[config.mk]
export PLATFORM = sky130hd
export DESIGN_NAME = axil_reg_bridge
export DESIGN_NICKNAME = d
export VERILOG_FILES = /design/src/rtl/axil_reg_bridge.sv
export SDC_FILE = /design/constraint.sdc
export NUM_CORES = 1
export LEC_CHECK = 0
export ABC_AREA = 1
export CELL_PAD_IN_SITES_DETAIL_PLACEMENT = 1
export CELL_PAD_IN_SITES_GLOBAL_PLACEMENT = 1
export CORE_ASPECT_RATIO = 1.25
export CORE_MARGIN = 3
export CORE_UTILIZATION = 27
export CTS_CLUSTER_SIZE = 12
export DETAILED_ROUTE_END_ITERATION = 16
export PLACE_DENSITY = 0.77
export RECOVER_POWER = 50
export SETUP_SLACK_MARGIN = 0.4
export SKIP_LAST_GASP = 1
export SYNTH_ARGS = -nofsm -noshare
export SYNTH_HDL_FRONTEND = slang
export SYNTH_SLANG_ARGS = --single-unit
[constraint.sdc]
create_clock -name CLK -period 1.7 [get_ports CLK]
set_input_delay 0.34 -clock CLK [delete_from_list [all_inputs] [get_ports CLK]]
set_output_delay 0.34 -clock CLK [all_outputs]
set_load 0.02 [all_outputs]
[src/rtl/axil_reg_bridge.sv]
// AXI4-Lite slave that maps a small bank of 32-bit registers onto a one-hot write strobe
// and a flat read bus; independent write (3-state) and read (2-state) FSMs.
//
// state  | meaning
// W_IDLE | accepting AW and W independently, in any order
// W_EXEC | one-cycle register write strobe (suppressed for bad index / empty strobe)
// W_RESP | BVALID held until BREADY
// R_IDLE | accepting AR; read data registered on the handshake
// R_DATA | RVALID held with stable RDATA/RRESP until RREADY
module axil_reg_bridge #(
    parameter int DATA_WIDTH = 32,
    parameter int ADDR_WIDTH = 8,
    parameter int NUM_REGS   = 8
) (
    input  logic                           CLK,
    input  logic                           RSTN,
    input  logic [ADDR_WIDTH-1:0]          AWADDR,
    input  logic                           AWVALID,
    output logic                           AWREADY,
    input  logic [DATA_WIDTH-1:0]          WDATA,
    input  logic [DATA_WIDTH/8-1:0]        WSTRB,
    input  logic                           WVALID,
    output logic                           WREADY,
    output logic [1:0]                     BRESP,
    output logic                           BVALID,
    input  logic                           BREADY,
    input  logic [ADDR_WIDTH-1:0]          ARADDR,
    input  logic                           ARVALID,
    output logic                           ARREADY,
    output logic [DATA_WIDTH-1:0]          RDATA,
    output logic [1:0]                     RRESP,
    output logic                           RVALID,
    input  logic                           RREADY,
    output logic [NUM_REGS-1:0]            REG_WEN,
    output logic [DATA_WIDTH-1:0]          REG_WDATA,
    input  logic [NUM_REGS*DATA_WIDTH-1:0] REG_VALUES
);

    localparam int IDX_W  = ADDR_WIDTH - 2;
    localparam int STRB_W = DATA_WIDTH / 8;

    localparam logic [1:0] RESP_OKAY   = 2'b00;
    localparam logic [1:0] RESP_SLVERR = 2'b10;

    typedef enum logic [1:0] {W_IDLE, W_EXEC, W_RESP} w_state_e;
    typedef enum logic       {R_IDLE, R_DATA}         r_state_e;

    function automatic logic idx_ok(input logic [IDX_W-1:0] idx);
        idx_ok = 1'b0;
        for (int i = 0; i < NUM_REGS; i++)
            if (idx == IDX_W'(i)) idx_ok = 1'b1;
    endfunction

    function automatic logic [DATA_WIDTH-1:0] idx_val(input logic [IDX_W-1:0] idx,
                                                      input logic [NUM_REGS*DATA_WIDTH-1:0] vals);
        idx_val = '0;
        for (int i = 0; i < NUM_REGS; i++)
            if (idx == IDX_W'(i)) idx_val = vals[i*DATA_WIDTH +: DATA_WIDTH];
    endfunction

    function automatic logic [NUM_REGS-1:0] idx_onehot(input logic [IDX_W-1:0] idx);
        idx_onehot = '0;
        for (int i = 0; i < NUM_REGS; i++)
            if (idx == IDX_W'(i)) idx_onehot[i] = 1'b1;
    endfunction

    w_state_e                w_state_q;
    r_state_e                r_state_q;
    logic                    awready_q, wready_q, arready_q;
    logic                    aw_got_q, w_got_q;
    logic [IDX_W-1:0]        awidx_q;
    logic [DATA_WIDTH-1:0]   wdata_q;
    logic [STRB_W-1:0]       wstrb_q;
    logic                    wr_err_q;
    logic [NUM_REGS-1:0]     reg_wen_q;
    logic [DATA_WIDTH-1:0]   reg_wdata_q;
    logic                    bvalid_q;
    logic [1:0]              bresp_q;
    logic                    rvalid_q;
    logic [DATA_WIDTH-1:0]   rdata_q;
    logic [1:0]              rresp_q;

    logic                    aw_hs, w_hs, ar_hs;
    logic                    aw_got_d, w_got_d;
    logic [IDX_W-1:0]        wr_idx, rd_idx;
    logic [DATA_WIDTH-1:0]   wr_data, wr_mask, wr_merge_d;
    logic [STRB_W-1:0]       wr_strb;
    logic                    wr_ok, rd_ok;
    logic [NUM_REGS-1:0]     wen_d;
    logic                    unused_addr_lsbs;

    // Byte offset within a register carries no meaning here.
    assign unused_addr_lsbs = ^{AWADDR[1:0], ARADDR[1:0]};

    assign aw_hs    = AWVALID & awready_q;
    assign w_hs     = WVALID & wready_q;
    assign ar_hs    = ARVALID & arready_q;
    assign aw_got_d = aw_got_q | aw_hs;
    assign w_got_d  = w_got_q | w_hs;

    // Use the live bus value on the handshake cycle so the strobe follows with one cycle latency.
    assign wr_idx  = aw_hs ? AWADDR[ADDR_WIDTH-1:2] : awidx_q;
    assign wr_data = w_hs ? WDATA : wdata_q;
    assign wr_strb = w_hs ? WSTRB : wstrb_q;
    assign wr_ok   = idx_ok(wr_idx);
    assign rd_idx  = ARADDR[ADDR_WIDTH-1:2];
    assign rd_ok   = idx_ok(rd_idx);

    always_comb begin
        wr_mask = '0;
        for (int b = 0; b < STRB_W; b++)
            wr_mask[b*8 +: 8] = {8{wr_strb[b]}};
    end

    assign wr_merge_d = (idx_val(wr_idx, REG_VALUES) & ~wr_mask) | (wr_data & wr_mask);
    assign wen_d      = (wr_ok && (|wr_strb)) ? idx_onehot(wr_idx) : '0;

    always_ff @(posedge CLK or negedge RSTN) begin
        if (!RSTN) begin
            w_state_q   <= W_IDLE;
            awready_q   <= 1'b0;
            wready_q    <= 1'b0;
            aw_got_q    <= 1'b0;
            w_got_q     <= 1'b0;
            awidx_q     <= '0;
            wdata_q     <= '0;
            wstrb_q     <= '0;
            wr_err_q    <= 1'b0;
            reg_wen_q   <= '0;
            reg_wdata_q <= '0;
            bvalid_q    <= 1'b0;
            bresp_q     <= RESP_OKAY;
        end else begin
            case (w_state_q)
                W_IDLE: begin
                    if (aw_hs) awidx_q <= AWADDR[ADDR_WIDTH-1:2];
                    if (w_hs) begin
                        wdata_q <= WDATA;
                        wstrb_q <= WSTRB;
                    end
                    if (aw_got_d && w_got_d) begin
                        w_state_q   <= W_EXEC;
                        aw_got_q    <= 1'b0;
                        w_got_q     <= 1'b0;
                        awready_q   <= 1'b0;
                        wready_q    <= 1'b0;
                        wr_err_q    <= ~wr_ok;
                        reg_wen_q   <= wen_d;
                        reg_wdata_q <= wr_merge_d;
                    end else begin
                        aw_got_q  <= aw_got_d;
                        w_got_q   <= w_got_d;
                        awready_q <= ~aw_got_d;
                        wready_q  <= ~w_got_d;
                    end
                end
                W_EXEC: begin
                    w_state_q <= W_RESP;
                    reg_wen_q <= '0;
                    bvalid_q  <= 1'b1;
                    bresp_q   <= wr_err_q ? RESP_SLVERR : RESP_OKAY;
                end
                W_RESP: begin
                    if (BREADY) begin
                        w_state_q <= W_IDLE;
                        bvalid_q  <= 1'b0;
                        awready_q <= 1'b1;
                        wready_q  <= 1'b1;
                    end
                end
                default: begin
                    w_state_q <= W_IDLE;
                    reg_wen_q <= '0;
                    bvalid_q  <= 1'b0;
                end
            endcase
        end
    end

    // Read path samples REG_VALUES on the AR handshake, so a same-cycle write returns the old value.
    always_ff @(posedge CLK or negedge RSTN) begin
        if (!RSTN) begin
            r_state_q <= R_IDLE;
            arready_q <= 1'b0;
            rvalid_q  <= 1'b0;
            rdata_q   <= '0;
            rresp_q   <= RESP_OKAY;
        end else begin
            case (r_state_q)
                R_IDLE: begin
                    if (ar_hs) begin
                        r_state_q <= R_DATA;
                        arready_q <= 1'b0;
                        rvalid_q  <= 1'b1;
                        rdata_q   <= rd_ok ? idx_val(rd_idx, REG_VALUES) : '0;
                        rresp_q   <= rd_ok ? RESP_OKAY : RESP_SLVERR;
                    end else begin
                        arready_q <= 1'b1;
                    end
                end
                R_DATA: begin
                    if (RREADY) begin
                        r_state_q <= R_IDLE;
                        rvalid_q  <= 1'b0;
                        arready_q <= 1'b1;
                    end
                end
                default: begin
                    r_state_q <= R_IDLE;
                    rvalid_q  <= 1'b0;
                end
            endcase
        end
    end

    assign AWREADY   = awready_q;
    assign WREADY    = wready_q;
    assign BVALID    = bvalid_q;
    assign BRESP     = bresp_q;
    assign ARREADY   = arready_q;
    assign RVALID    = rvalid_q;
    assign RDATA     = rdata_q;
    assign RRESP     = rresp_q;
    assign REG_WEN   = reg_wen_q;
    assign REG_WDATA = reg_wdata_q;

endmodule

==> results.toml <==
[outcome]
status = "complete, but fails checks"
violations = "setup timing"

[drt]
drt_first_pass_iters = 5
drtIter0Drc = 1173
via_per_inst = 5.35
post-route-drc-count = 0
ant_nets = 0
vias = 14100
routed_wl_mm = 65.0
wl_per_cell_um = 24.6

[worst_setup_path]
cp.depth = 13
critPathTopFamily = "simple AND/OR/NAND/NOR gates"
crit_type = "reg2reg"
path_max_fanout = 13
cp_cell_sequence = "buf_4 -> nand3_1 -> nand2_2 -> nand2_4 -> nor2_4 -> buf_12 -> clkbuf_16 -> nand3_1 -> nand3_1 -> nor2_2 -> nand4_1 -> nand2_1 -> a21oi_2"
path_buf_inv = 3
cp.required_ns = 2.02
slowest_stage = "dfrtp_2"
ff2ff_path_depth = 13
cp-end-kind = "register"
worst_ep_arrival_time_ns = 2.48
startpoint_type = "register"
slowest_delay_ns = 0.50
path_common_cell = "nand3_1"

[power_and_ir_drop]
power.switching_mw = 9.97
p_leak_nw = 8.77
powerDensity_nw_per_um2 = 1220
p_sw_share_pct = 43.9
pwr-share-seq_pct = 22.6
irDropWorstVdd_v = 0.000842
clkPwrFrac_pct = 17.1
internal_power_mw = 12.7
power_frac_comb_pct = 60.3

[global_route]
grt_max_degree = 43
antenna_found_initial = 25
track_usage_pct = 30.8
grt_pass1_vias = 14900
grt_pass1_wl_mm = 92.7
grt-ovfl-total = 0

[timing]
postLayoutSetupSlackWorst_ns = -0.459
grt_setup_unrepaired = "yes"
slew-limit-headroom_pct = 21.9
fin_crit_ns = 2.16
setup_viol_count_final = 41
hold_viol_final = 0
tns_ns = -15.68
skew_ns = 0.00918
final_max_slew_viol_count = 0
timing.fmax_ghz = 0.463
worstMarginPinSlew_ns = 1.17
hold_ws_ns = 0.478
period_share_pct = 127

[layout]
final_cell_mix = "nand2_1 (388), clkdlybuf4s50_1 (302), inv_1 (197), nand3_1 (150), dfrtp_1 (122)"
drive_gt1_share_pct = 28.8
final_common_cell = "nand2_1"
fill_cells = 4410
fin_util_pct = 50.7
final_nets = 2448
regArea_um2 = 3180
syn_to_final_growth_pct = 83.6
multi_input_area_um2 = 6490

[floorplan]
core_um2 = 36600
initial_utilization_pct = 27.6
die_x_um = 179
die-area_um2 = 39800
num_rows = 78
ios = 396
die_h_um = 222

[clock_network]
cts_tree = "built"
clk_path_buf_depth = 2
cts_root_buf = "clkbuf_16"
clk_pin_slew_ns = 0.06
clock_sinks = 127
cts_buffers = 17
htreeDepth = 4
clock_latency_ns = 0.43

[synth]
syn_inst = 1597
postSynthAreaPerCell_um2 = 6.33
synth_seq_cells = 127
synth_ff_type = "dfrtp_1"
synth_cell_type_count = 37
yosysWarnings = 0
async_flop_share_pct = 100
synthTopCellsByArea = "dfrtp_1 (31%), nand2_1 (16%), nand3_1 (9.0%), inv_1 (7.6%), o21ai_0 (6.4%)"
yosysSeqAreaShare_pct = 31.5
syn_area_um2 = 10100
synth_top_area_share_pct = 31.5
yosysTopAreaCell = "dfrtp_1"
synth_edf_count = 0

[placed_design]
gp_congestion = 0.951
hpwl_mm = 45.6
port_buffers = 389

[hold_path]
min_path_cells = 1
hp-class = "reg2reg"

[job]
cap_viol_max_count = 0
-- cell families (layout without fill, tap and decap cells) --
| group | Yosys count | after routing | share of synthesized area (%) |
|---|---|---|---|
| and+or+nand+nor | 827 | 828 | 37.5 |
| AOI/OAI and AO/OA | 331 | 331 | 17.9 |
| buffers and inverters | 311 | 858 | 13.1 |
| DFF | 127 | 127 | 31.5 |
| other | 1 | 18 | 0.0371 |
-- power groups by stage --
stage | registers [mW] | logic [mW] | clock network [mW]
after floorplan | 5.49 | 5.66 | 0
after global placement | 4.95 | 11.1 | 0
after detailed placement | 4.99 | 11.4 | 0
after CTS | 5.12 | 13.4 | 3.94
after global routing | 5.26 | 14.6 | 4.03
final | 5.14 | 13.7 | 3.87
-- timing repair --
item / in CTS / in global routing
cloned: 24 / 6
endpoints found under the setup margin: 192 / 199
gates resized for setup: 738 / 85
buffers inserted: 57 / 12
pin swaps: 64 / 73
hold endpoints to repair: 36 / 0
hold buffers: 1 / 0
-- path summary, 6_finish.rpt --
kind	startpoint	end	slack [ns]
max in group asynchronous	RSTN	RDATA[14]	0.11
worst min-delay path	r_state_q	RVALID	0.48
worst max register to register	AWREADY	REG_WDATA[16]	-0.46
worst min register to register	r_state_q	RVALID	0.48
min in group asynchronous	RSTN	wdata_q[16]	0.68
worst max-delay path	AWREADY	REG_WDATA[16]	-0.46
-- through the flow --
| stage | total power [mW] | cells | cell area (µm²) | worst slack, ns |
|---|---|---|---|---|
| 3_5_place_dp | 16.4 | 2494 | 15500 | -0.924 |
| 4_1_cts | 22.4 | 2608 | 18000 | -0.392 |
| 2_1_floorplan | 11.1 | 1598 | 10400 | -0.0507 |
| 3_3_place_gp | 16.0 | 2494 | 15500 | -0.868 |
| 6_report | 22.7 | 2642 | 18500 | -0.459 |
| 5_1_grt | 23.9 | 2641 | 18500 | -0.573 |
-- flip-flops by register name, summed over array words and instances (netlist names), 2 cells and up --
signal	flops
wstrb_q	4
RDATA	32
REG_WDATA	32
w_state_q	2
wdata_q	32
REG_WEN	8
awidx_q	6
-- layer usage --
| metal | vias to the layer above | wire length, µm | GRT usage, % |
|---|---|---|---|
| met4 | 18 | 4000 | 16.0 |
| met3 | 244 | 4900 | 6.05 |
| met1 | 6887 | 24200 | 36.4 |
| met2 | 711 | 31800 | 52.2 |
| met5 | - | 124 | 0 |
| li1 | 6280 | - | - |
-- cell type report --
cell class	instances	share of cell area, %
Inverter	213	4.63
Clock buffer	22	2.56
Timing Repair inverter	4	0.216
Multi-Input combinational cell	1161	35.0
Sequential cell	127	17.2
Timing Repair Buffer	609	36.2
Clock inverter	10	0.729
Tap cell	480	3.24
Antenna cell	16	0.216
-- synth_stat cells, types with 6 or more instances --
cell and count:
nand2_2 11, nand4_1 55, buf_4 10, o21ai_0 130, o21ai_1 57, nand3_1 181, inv_1 205, nor2_1 79
o22ai_1 9, nor2_4 9, clkbuf_1 35, buf_6 8, a21oi_1 95, inv_2 6, nand2_1 438, nand2_4 6
buf_2 43, or2_2 35, a21oi_2 19, o21a_1 8, dfrtp_1 127
Note: power is estimated with default switching activity, not from simulation.
